--- src/rtl/curtain_motion_ctrl.sv ---
// curtain_motion_ctrl: light-driven open/close decision with hysteresis, rate-limited half-step pulses, end-stop-safe position tracking
module curtain_motion_ctrl #(
    parameter int STEP_DIV   = 50000,
    parameter int POS_MAX    = 4096,
    parameter int SETTLE_CYC = 1000,
    localparam int PW = $clog2(POS_MAX + 1)
) (
    input  logic          clk,
    input  logic          rst_n,
    input  logic          light_valid,
    input  logic [7:0]    light_level,
    input  logic [7:0]    thr_open,
    input  logic [7:0]    thr_close,
    output logic          step,
    output logic          dir,
    output logic          busy,
    output logic [PW-1:0] pos,
    output logic          at_open,
    output logic          at_closed
);
    localparam int RW = $clog2(STEP_DIV);
    localparam int SW = $clog2(SETTLE_CYC + 1);
    localparam logic [RW-1:0] RATE_LD   = RW'(STEP_DIV - 1);
    localparam logic [SW-1:0] SETTLE_LD = SW'(SETTLE_CYC - 1);
    localparam logic [PW-1:0] POS_END   = PW'(POS_MAX);

    typedef enum logic [1:0] {IDLE, MOVE, SETTLE} state_t;

    state_t        r_state, w_state_nx;
    logic          r_dir, w_dir_nx;
    logic          r_step, w_step_nx;
    logic [PW-1:0] r_pos, w_pos_nx;
    logic [RW-1:0] r_rate, w_rate_nx;
    logic [SW-1:0] r_settle, w_settle_nx;
    logic          w_cfg_ok, w_req_close, w_req_open;
    logic [PW-1:0] w_target;

    // Inverted thresholds would make both requests possible, so such configs drop every sample
    assign w_cfg_ok    = thr_open < thr_close;
    assign w_req_close = light_valid && w_cfg_ok && (light_level > thr_close);
    assign w_req_open  = light_valid && w_cfg_ok && (light_level < thr_open);
    assign w_target    = r_dir ? POS_END : '0;

    // State and datapath registers; reset parks the model at the open end stop
    always_ff @(posedge clk or negedge rst_n) begin
        if (!rst_n) begin
            r_state  <= IDLE;
            r_dir    <= 1'b0;
            r_step   <= 1'b0;
            r_pos    <= '0;
            r_rate   <= '0;
            r_settle <= '0;
        end else begin
            r_state  <= w_state_nx;
            r_dir    <= w_dir_nx;
            r_step   <= w_step_nx;
            r_pos    <= w_pos_nx;
            r_rate   <= w_rate_nx;
            r_settle <= w_settle_nx;
        end
    end

    // Next-state logic; a move ends one edge after pos reaches its target, so no step can pass an end stop
    always_comb begin
        w_state_nx  = r_state;
        w_dir_nx    = r_dir;
        w_step_nx   = 1'b0;
        w_pos_nx    = r_pos;
        w_rate_nx   = r_rate;
        w_settle_nx = r_settle;
        case (r_state)
            IDLE: begin
                if (w_req_close && r_pos != POS_END) begin
                    w_state_nx = MOVE;
                    w_dir_nx   = 1'b1;
                    w_rate_nx  = RATE_LD;
                end else if (w_req_open && r_pos != '0) begin
                    w_state_nx = MOVE;
                    w_dir_nx   = 1'b0;
                    w_rate_nx  = RATE_LD;
                end
            end
            MOVE: begin
                if ((r_dir ? w_req_open : w_req_close) || r_pos == w_target) begin
                    w_state_nx  = SETTLE;
                    w_settle_nx = SETTLE_LD;
                end else if (r_rate == '0) begin
                    w_step_nx = 1'b1;
                    w_pos_nx  = r_dir ? r_pos + PW'(1) : r_pos - PW'(1);
                    w_rate_nx = RATE_LD;
                end else begin
                    w_rate_nx = r_rate - RW'(1);
                end
            end
            SETTLE: begin
                if (r_settle == '0) w_state_nx = IDLE;
                else w_settle_nx = r_settle - SW'(1);
            end
            default: w_state_nx = IDLE;
        endcase
    end

    assign step      = r_step;
    assign dir       = r_dir;
    assign pos       = r_pos;
    assign busy      = r_state != IDLE;
    assign at_open   = r_pos == '0;
    assign at_closed = r_pos == POS_END;
endmodule

--- config.mk ---
export PLATFORM = sky130hd
export DESIGN_NAME = curtain_motion_ctrl
export DESIGN_NICKNAME = d
export VERILOG_FILES = /design/src/rtl/curtain_motion_ctrl.sv
export SDC_FILE = /design/constraint.sdc
export NUM_CORES = 1
export LEC_CHECK = 0
export BUFFER_PORTS_ARGS = -buffer_cell sky130_fd_sc_hd__buf_2
export CAP_MARGIN = 20
export CORE_MARGIN = 3
export CORE_UTILIZATION = 40
export CTS_BUF_LIST = sky130_fd_sc_hd__clkbuf_4 sky130_fd_sc_hd__clkbuf_8
export DETAILED_ROUTE_END_ITERATION = 7
export PLACE_DENSITY = 0.66
export SLEW_MARGIN = 10
export SYNTH_ARGS = -nofsm -noshare
export SYNTH_HDL_FRONTEND = slang
export SYNTH_SLANG_ARGS = --single-unit
--- constraint.sdc ---
create_clock -name clk -period 3 [get_ports clk]
set_input_delay 0.6 -clock clk [delete_from_list [all_inputs] [get_ports clk]]
set_output_delay 0.6 -clock clk [all_outputs]
set_load 0.02 [all_outputs]
==> metrics.md <==
| Metric | Value |
|---|---|
| Avg Cell Area, Syn | 8.38 um^2 |
| Number of I/O port buffers | 44 |
| Gate Count Post-Synth | 399 |
| Clock Path Buffers | 2 |
| CP endpoint kind | flop |
| Unique cell type count in the Yosys netlist | 58 |
| Rows | 32 |
| Worst Tran Pin Value | 980 ps |
| Number of clock sinks | 43 |
| Max IR drop VDD | 0.000174 V |
| Maxcap violations | 0 |
| Worst flop-to-flop path endpoint | pos[11] |
| RD Place Congestion | 0.840 |
| Pint | 0.00108 W |
| Post-CTS Hold Buffers | 0 |
| I/O pin total | 45 |
| Status | finished clean |
| Part of the power in combinational logic | 32.1% |
| Antenna violations before repair | 0 |
| GRT busiest layer | met2 |
| Setup-failing EPs final | 0 |
| Reg2reg path depth | 9 |
| Core area | 0.00793 mm^2 |
| Number of synthesized flops with an enable pin | 0 |
| F_max | 0.387 GHz |
| Static leakage | 1.77 nW |
| Die Height | 97.4 um |
| Vias | 2957 |
| Final worst-path cycle share | 86.1% |
| RR Startpoint | dir |
| DRT Wirelength | 7.55 mm |
| Dpl hpwl | 5.84 mm |
| Critical Setup Path Class | reg -> reg |
| Setup TNS | 0 ps |
| Hold crit path type | in -> async |
| Leading area contributor after synthesis | dfrtp_1 |
| Post-synthesis cell area | 0.00334 mm^2 |
| Die area | 0.00949 mm^2 |
| Via density | 5.39 |
| Crit-path max FO | 7 |
| DR iter-0 viols | 189 |
| Post-synthesis sequential area ratio | 32.2% |
| Synth Flop Type | dfrtp_1 |
| Vias in the first global route | 2858 |
| Yosys top cell area share | 32.2% |
| Worst skew pair latency | 290 ps |
| Overall global routing resource usage | 16.2% |
| Worst Path Required | 3180 ps |
| CTS buffer count | 5 |
| Met2 usage | 25.7% |
| FFs w/ async S/R, synth | 100% |
| Met3 Track Usage GR | 2.73% |
| Initial Util | 42.2% |
| Signal arrival time at the worst endpoint | 2770 ps |
| Htree depth | 2 |
| First-pass GRT wire length | 13.1 mm |
| CTS tree | done |
| Sw frac | 34.6% |
| Max Slew Vio Count | 0 |
| Pwr per Cell Area | 432 mW/mm^2 |
| Die X | 97.4 um |
| Utilization after layout | 48.0% |
| Residual DRC | 0 |
| Layout cells sized above 1 | 17.0% |
| Synth Register Bits | 43 |
| Worst hold slack | 458 ps |
| Clock skew | 4.16 ps |
| Slew margin rel. | 34.7% |
| Drt wl/cell | 13.7 um |
| Clk root buf | clkbuf_8 |
| RSZ-0062 raised after global routing | no |
| Final hold vios | 0 |
| Antenna Nets Post-Route | 0 |
| Syn_nets | 463 |
| Power, Total | 0.00164 W |
| Min cycle time layout | 2580 ps |
| Largest net degree at the start of global routing | 44 |
| Fin nets | 511 |
| NetSw | 0.000568 W |
| Cts repair resizes | 0 |
| R2R setup slack | 420 ps |
| Crit path launch type | flop |
| Antenna Cells | 0 |
| P&R area growth vs syn | 13.8% |
| Postcts setup bufs | 0 |
| Drt pass-1 iters | 4 |
| Sequential Power Share | 40.9% |
| Synth area leaders | dfrtp_1 (32%), ha_1 (13%), a21oi_1 (5.8%) |
| Ys Warns | 0 |
| Clk network pwr share | 27.0% |
| GRT met1 Usage | 22.9% |
| Gr ovfl total | 0 |
| Clk slew on worst S/H paths | 80 ps |
[synth_stat cells, drive strengths merged (3+ instances only)]
| cell | instances |
|---|---|
| dfrtp | 43 |
| a21oi | 40 |
| nor2 | 39 |
| nand2 | 38 |
| ha | 36 |
| inv | 35 |
| o21ai | 28 |
| nor3 | 12 |
| nand3 | 11 |
| nor4 | 8 |
| buf | 7 |
| o22ai | 7 |
| xor2 | 7 |
| o22a | 6 |
| xnor2 | 6 |
| nand4 | 5 |
| nor2b | 5 |
| or3 | 5 |
| a21o | 4 |
| a31oi | 4 |
| clkbuf | 4 |
| nor3b | 4 |
| o21a | 4 |
| o31ai | 4 |
| or2 | 4 |
| a211oi | 3 |
| nand2b | 3 |
| o41ai | 3 |
[cell families after synthesis]
logic type / share of synthesized area [%]
xor+xnor: 3.40
buf+inv: 5.87
compound gates: 22.2
mux: 0.973
simple gates: 21.3
fa+ha+maj: 14.1
flops: 32.2
[layer usage]
layer	share of wire, %	wire [um]	vias up
li1	-	-	1520
met1	49	3680	1376
met2	46	3490	56
met3	3.9	291	5
met4	1.0	77	0
met5	0	0	-
[state kept, by name, indices dropped and copies added (netlist names)]
signal    count
r_state       2
pos          13
r_settle     10
step          1
r_rate       16
dir           1
[power by group through the flow]
stage	registers (W)	clock network (W)	logic, W
after floorplan	0.000671	0	0.000399
after global placement	0.000682	0	0.000514
after detailed placement	0.000683	0	0.000530
after CTS	0.000672	0.000456	0.000531
after global routing	0.000681	0.000476	0.000607
final	0.000673	0.000444	0.000528
[area by class of cell]
type,count,area [um^2]
fillers,766,4120
multi-input cells,310,2070
flip-flops and latches,43,1080
repair buffers,52,293
inverters,35,131
well taps,102,128
clock buffers,6,76.3
clock inverters,1,30.0
[layout by cell type, fill, tap and decap left out, types with 6 or more instances in the layout]
cell and instances:
nor3_1 11, nand3_1 11, xnor2_1 6, nor2_1 39, nand2_1 37, dfrtp_1 43, ha_1 36, nor4_1 6
o21ai_0 24, buf_2 44, o22a_1 6, a21oi_1 39, inv_1 35, xor2_1 7, buf_4 7
[per-stage QoR]
| step | setup slack (ps) | area [um^2] | cells |
|---|---|---|---|
| 2_1_floorplan | 417 | 3340 | 399 |
| 3_3_place_gp | 279 | 3700 | 542 |
| 3_5_place_dp | 232 | 3700 | 542 |
| 4_1_cts | 391 | 3810 | 549 |
| 5_1_grt | 109 | 3810 | 549 |
| 6_report | 417 | 3810 | 549 |
[worst max-delay path, stage by stage, from the launching register on]
cell     delay [ps]
dfrtp_1         450
inv_1           250
ha_1            280
a21oi_1         160
o21ai_0         150
nor4_1          290
o31ai_1         180
o41ai_1         330
xnor2_1         110
mux2_2          270
[how the worst max path moves through the flow]
stage / start / endpoint / slack (ps) / depth (start not counted)
after CTS: dir / pos[11] / 390 / 9
after global routing: dir / pos[11] / 110 / 9
after detailed placement: thr_close[1] / r_settle[4] / 230 / 12
after global placement: thr_open[5] / r_rate[7] / 280 / 10
after floorplan: thr_close[5] / r_rate[0] / 420 / 11
final: dir / pos[11] / 420 / 9
No activity file was read; power rests on OpenSTA's default activity.
